`config.mk`:
```
export PLATFORM = sky130hd
export DESIGN_NAME = chunk_serialize_flat
export DESIGN_NICKNAME = d
export VERILOG_FILES = /design/src/rtl/pixel_pkg.sv /design/src/rtl/axis_if.sv /design/src/rtl/chunk_serialize.sv /design/src/flat_wrapper.sv
export SDC_FILE = /design/constraint.sdc
export NUM_CORES = 1
export LEC_CHECK = 0
export ABC_AREA = 1
export CAP_MARGIN = 10
export CORE_UTILIZATION = 50
export DETAILED_ROUTE_END_ITERATION = 10
export PLACE_DENSITY = 0.75
export SETUP_SLACK_MARGIN = 0.15
export SYNTH_ARGS = -nofsm -noshare
export SYNTH_HDL_FRONTEND = slang
export SYNTH_SLANG_ARGS = --single-unit
```
`constraint.sdc`:
```
create_clock -name clk -period 2.3 [get_ports clk]
set_input_delay 0.345 -clock clk [delete_from_list [all_inputs] [get_ports clk]]
set_output_delay 0.345 -clock clk [all_outputs]
set_load 0.05 [all_outputs]
```
`src/rtl/pixel_pkg.sv`:
```
`default_nettype none
// pixel_pkg: pixel and chunk types shared by the filtering pipeline and output logic.
// Rev 1.0
package pixel_pkg;

  typedef struct packed {
    logic [7:0] r;
    logic [7:0] g;
    logic [7:0] b;
  } pixel_t;

  localparam int CHUNK_PIXELS = 4;

  // Pixel 0 occupies the least-significant bits of the chunk.
  typedef pixel_t [CHUNK_PIXELS-1:0] chunk_t;

endpackage
`default_nettype wire

```
`src/rtl/axis_if.sv`:
```
`default_nettype none
// axis_if: valid/ready stream interface carrying one DATA_TYPE word per transfer.
// Rev 1.0
interface axis_if #(
  parameter type DATA_TYPE = logic [7:0]
);

  DATA_TYPE dat;
  logic     vld;
  logic     rdy;
  logic     lst;

  modport master (output dat, output vld, output lst, input rdy);
  modport slave  (input dat, input vld, input lst, output rdy);

endinterface
`default_nettype wire

```
`src/rtl/chunk_serialize.sv`:
```
`default_nettype none
// chunk_serialize: splits each chunk_t into bytes, LSB first, one byte per clock.
// Rev 1.0
module chunk_serialize
  import pixel_pkg::*;
(
  input  logic   clk,
  input  logic   rst,
  axis_if.slave  axis_i,
  axis_if.master axis_o
);

  localparam int CHUNK_W     = $bits(chunk_t);
  localparam int CHUNK_BYTES = CHUNK_W / 8;
  localparam int CNT_W       = $clog2(CHUNK_BYTES);
  localparam logic [CNT_W-1:0] LAST_IDX = CNT_W'(CHUNK_BYTES - 1);

  logic [CHUNK_W-1:0] sr;
  logic [CNT_W-1:0]   cnt;
  logic               busy;
  logic               chunk_lst;

  logic at_last;
  logic in_rdy;
  logic in_xfer;
  logic out_xfer;

  assign at_last  = (cnt == LAST_IDX);
  // Accepting on the final byte's transfer keeps the byte stream bubble-free.
  assign in_rdy   = !rst && (!busy || (axis_o.rdy && at_last));
  assign in_xfer  = axis_i.vld && in_rdy;
  assign out_xfer = busy && axis_o.rdy;

  assign axis_i.rdy = in_rdy;
  assign axis_o.vld = busy;
  assign axis_o.dat = sr[7:0];
  assign axis_o.lst = busy && chunk_lst && at_last;

  always_ff @(posedge clk) begin
    if (rst) begin
      sr        <= '0;
      cnt       <= '0;
      busy      <= 1'b0;
      chunk_lst <= 1'b0;
    end else if (in_xfer) begin
      sr        <= axis_i.dat;
      cnt       <= '0;
      busy      <= 1'b1;
      chunk_lst <= axis_i.lst;
    end else if (out_xfer) begin
      if (at_last) begin
        busy <= 1'b0;
        cnt  <= '0;
      end else begin
        sr  <= sr >> 8;
        cnt <= cnt + CNT_W'(1);
      end
    end
  end

endmodule
`default_nettype wire

```
`src/flat_wrapper.sv`:
```
// flat-port wrapper written by rule: the top's interface ports become plain ports
module chunk_serialize_flat import pixel_pkg::*;
  (clk, rst, axis_i_dat, axis_i_vld, axis_i_lst, axis_i_rdy, axis_o_dat, axis_o_vld, axis_o_lst, axis_o_rdy);
  axis_if #(.DATA_TYPE(chunk_t)) axis_i_i ();
  axis_if #(.DATA_TYPE(logic [7:0])) axis_o_i ();
  input  logic clk;
  input  logic rst;
  input wire logic [$bits(axis_i_i.dat)-1:0] axis_i_dat;
  input wire logic [$bits(axis_i_i.vld)-1:0] axis_i_vld;
  input wire logic [$bits(axis_i_i.lst)-1:0] axis_i_lst;
  output wire logic [$bits(axis_i_i.rdy)-1:0] axis_i_rdy;
  output wire logic [$bits(axis_o_i.dat)-1:0] axis_o_dat;
  output wire logic [$bits(axis_o_i.vld)-1:0] axis_o_vld;
  output wire logic [$bits(axis_o_i.lst)-1:0] axis_o_lst;
  input wire logic [$bits(axis_o_i.rdy)-1:0] axis_o_rdy;
  assign axis_i_i.dat = axis_i_dat;
  assign axis_i_i.vld = axis_i_vld;
  assign axis_i_i.lst = axis_i_lst;
  assign axis_i_rdy = axis_i_i.rdy;
  assign axis_o_dat = axis_o_i.dat;
  assign axis_o_vld = axis_o_i.vld;
  assign axis_o_lst = axis_o_i.lst;
  assign axis_o_i.rdy = axis_o_rdy;
  chunk_serialize u_core (.clk(clk), .rst(rst), .axis_i(axis_i_i), .axis_o(axis_o_i));
endmodule
```
* Yosys cells after proc, flatten, opt, wreduce, memory -nomap -nowiden *
Cells that the tools add are included.

word-level totals
  bits in registers = 102
  bits of input ports = 101
  output and inout bits = 11
  logic and storage cells = 28

cells by class
  $add $sub $neg = 1
  eq/ne operators = 2
  multiplexer cells = 7
  reduce and logical (&&, ||, !) cells = 14

operator list
  kind                   count
  $mux W96               3
  $logic_and A1 B1 Y1    6
  $add A4 B1 Y4 const B  1
  $eq A4 B4 Y1 const B   1
  $mux W4                1
  $reduce_and A2 Y1      2
  $reduce_bool A2 Y1     2
  $mux W1                3
  $logic_not A1 Y1       2
  $ne A2 B2 Y1 const B   1
  $reduce_or A2 Y1       1
  $logic_or A1 B1 Y1     1

* Longest topological paths before layout *
  depth after elaboration = 7
  mapped depth = 10
  gate-level depth less buffers = 8

* Least setup slack after synthesis *
Ideal clock, no wire load.

  path kind = register to output
  start point = register u_core.busy, in the netlist u_core.axis_o.vld
  end point = output port axis_o_lst
  arrival = 1486 ps
  data required time = 1955 ps
  path slack = 469 ps
  cell stages (with the launch flop) = 3
  buffers on the path = 0
  cell sequence = dfxtp_1 > nand2_1 > nor2_1

between the ends
  cells in the longest elaborated chain, start to end = 2

ends and longest elaborated chain
  what                               RTL line               RTL
  from (decl)                        chunk_serialize.sv:20  logic busy;
  from (signal assigned)             chunk_serialize.sv:43  busy <= 1'b0;
  from (signal assigned)             chunk_serialize.sv:48  busy <= 1'b1;
  from (signal assigned)             chunk_serialize.sv:52  busy <= 1'b0;
  $logic_and A1 B1 Y1 (2 in series)  chunk_serialize.sv:37  assign axis_o.lst = busy && chunk_lst && at_last;
  to (decl)                          flat_wrapper.sv:14     output wire logic [$bits(axis_o_i.lst)-1:0] axis_o_lst;

Every way passes these cells.

* Final worst setup path *
  start point = register u_core.busy, in the netlist u_core.axis_o.vld
  end point = output port axis_o_vld

RTL lines
  what       RTL line            RTL
  to (decl)  flat_wrapper.sv:13  output wire logic [$bits(axis_o_i.vld)-1:0] axis_o_vld;

No word-level cell between the ends.

==> impl_metrics.ini <==
[critical_path]
worstSetupPathType = reg2out
reg2reg_slack_ns = 0.54
startpoint_type = flop
critical-path-top-delay-family = buffers and inverters
path_buf_inv = 1
rr_endpoint = u_core.sr[8]$_SDFFE_PP0P_
cp.arrival_ns = 1.63
crit_chain = clkdlybuf4s50_1
crit_path_end_kind = primary output
r2r_start = u_core.cnt[1]$_SDFFE_PP0P_
worst_path_max_delay_cell = clkdlybuf4s50_1
path_max_fanout = 5
cp.required_ns = 1.96
slowest_delay_ns = 0.84
rr_worst_depth = 8

[logic_synthesis]
synth_seq_cells = 102
yosysMostFrequentCell = nand2_1
yosysWarnings = 0
synthTopCellsByCount = 270 x nand2_1, 107 x nand3_1, 102 x dfxtp_1
yosysUniqueCellTypes = 20
synth_cells = 863
netlist_top_cells_area = dfxtp_1 37%, nand2_1 18%, nand4_1 10%, nand3_1 9.7%, a21oi_1 9.0%
avgSynthCellArea_sq_um = 6.41
async_reset_ff_frac = 0
yosysTopAreaCell = dfxtp_1
synth_area_sq_mm = 0.00553
ys_seq_area_frac = 0.369
synthesis.nets = 965
synth_ff_type = dfxtp_1
synth_top_area_share = 0.369
synth_edf_count = 0

[place]
place.gp.congestion = 0.833
port_buffers = 111
preCtsSetupSlack_ns = 0.284
hpwl_microns = 8630
placed_area_sq_mm = 0.00661

[power_and_ir_drop]
clkPwrFrac = 0.268
p_int_mw = 2.66
sw_frac_of_total = 0.295
p_per_area_mw_per_mm2 = 557
p_sw_mw = 1.12
vdd_drop_max_v = 0.000411
p_seq_frac = 0.518
power.leakage_nw = 3.04
combPwrFrac = 0.214

[clocking]
postCtsHoldBufs = 0
numCtsBuffers = 9
insertion_delay_ns = 0.35
cts_root_buf = clkbuf_8
post_cts_resize_count = 0
tritoncts = done
htreeDepth = 3
cts_setup_buffers = 0
clkTransAtPathRegs_ns = 0.09
clk_path_buf_depth = 2
cts_num_sinks = 102

[drt]
ant_nets = 0
vias = 5845
dr.pass1.iters = 7
wire_per_inst_microns = 13.3
vias_per_cell = 5.54
routed_wl_microns = 14100
remaining_drc_errors = 0
initialDrtViolationCount = 521

[die]
fp.dieH_microns = 107
coreArea_sq_mm = 0.0108
pin_count = 112
dieArea_sq_mm = 0.0115
die_w_microns = 107
rows = 38
initial_core_util = 0.513

[worst_hold_path]
min-delay-start = u_core.chunk_lst$_SDFFE_PP0P_
min_to = u_core.chunk_lst$_SDFFE_PP0P_
hold_path.class = reg2reg
hold_depth = 2

[timing]
clock_skew_ns = 0.0104
fmax_mhz = 506
worst_slack_ns = 0.324
fin_crit_sh = 0.859
fin_crit_ns = 1.98
slew_headroom = 0.536
rsz0062_at_grt = no
slew_violations = 0
hold_viol = 0
setup_viol = 0
tns_ns = 0
worst-slew-pin-transition_ns = 0.696

[cells_and_area]
syn_to_final_growth_pct = 22.4
final_area_sq_mm = 0.00677
ff_latch_area_sq_mm = 0.00204
nFillCells = 1042
antenna_cells = 0
multi_input_area_sq_mm = 0.00271
drive_gt1_frac = 0.0437
nNetsFinal = 1014

[run_status]
outcome = finished, final reports clean

[global_routing]
grt_pass1_vias = 5424
grt_overflow = 0
grt_pass1_wl_microns = 23400
grt.total_usage = 0.245
antenna_found_initial = 0
grt_max_degree = 97

[run]
drv_cap = 0
[layout by cell type, fill, tap and decap left out, drive strengths merged]
| master | synthesis | routed |
|---|---|---|
| nand2 | 273 | 273 |
| nand3 | 108 | 108 |
| clkdlybuf4s50 | 0 | 107 |
| dfxtp | 102 | 102 |
| a21oi | 100 | 100 |
| inv | 93 | 93 |
| nand4 | 90 | 90 |
| buf | 49 | 18 |
| clkbuf | 38 | 11 |
| nor2 | 4 | 4 |
| nor3 | 3 | 3 |
| clkinvlp | 0 | 3 |
| a31oi | 1 | 1 |
| o21ai | 1 | 1 |
| ha | 1 | 1 |
[per-layer routing]
| layer | share of wire | track usage | vias up | wire length, microns |
|---|---|---|---|---|
| met5 | 0 | 0 | - | 0 |
| met4 | 0.015 | 0.0802 | 0 | 210 |
| met3 | 0.070 | 0.0304 | 22 | 990 |
| met2 | 0.49 | 0.446 | 247 | 6910 |
| met1 | 0.42 | 0.298 | 2661 | 5950 |
| li1 | - | - | 2915 | - |
[through the flow]
stage                     utilization  hold WS (ns)  instances  power [mW]
after floorplan                     -         0.443        863        2.49
after global placement          0.612         0.467       1041        2.78
after detailed placement        0.612         0.465       1041        2.80
after CTS                       0.628         0.485       1055        3.78
after global routing            0.628         0.503       1055        3.96
final                           0.628         0.484       1055        3.77
[final cells by class]
class	instances	share of cell area
clock inverter	3	0.00333
inverter	93	0.0515
multi-input combinational	581	0.400
clock buffer	11	0.0209
tap	140	0.0259
timing repair buffer	125	0.197
sequential	102	0.301
[worst max path at each step]
stage,from,to,slack (ns),cells after the start
2_1_floorplan,u_core.axis_o.vld$_SDFFE_PP0P_,axis_o_lst,0.47,2
3_3_place_gp,axis_o_rdy,u_core.sr[57]$_SDFFE_PP0P_,0.34,7
3_5_place_dp,axis_o_rdy,u_core.sr[8]$_SDFFE_PP0P_,0.28,8
4_1_cts,u_core.axis_o.vld$_SDFFE_PP0P_,axis_o_vld,0.30,1
5_1_grt,u_core.axis_o.vld$_SDFFE_PP0P_,axis_o_vld,0.26,1
6_report,u_core.axis_o.vld$_SDFFE_PP0P_,axis_o_vld,0.32,1
[kinds of logic (layout without fill, tap and decap cells)]
| logic type | count (synthesis) | after routing | share of synthesized area |
|---|---|---|---|
| DFF | 102 | 102 | 0.369 |
| and+or+nand+nor | 478 | 478 | 0.392 |
| adders and majority gates | 1 | 1 | 0.00226 |
| buffers and inverters | 180 | 232 | 0.143 |
| AOI/OAI and AO/OA | 102 | 102 | 0.0932 |
[flip-flops by register name (all words and copies together) (netlist names)]
| signal | flops |
|---|---|
| u_core.axis_o.vld | 1 |
| u_core.chunk_lst | 1 |
| u_core.cnt | 4 |
| u_core.sr | 96 |
[power by group through the flow]
stage	logic (mW)	clock network (mW)	registers, mW
finish	0.808	1.01	1.95
global placement	0.790	0	1.99
detailed placement	0.805	0	1.99
global route	0.894	1.10	1.97
floorplan	0.512	0	1.98
CTS	0.808	1.02	1.95
Power figures use the tool's default switching activity.
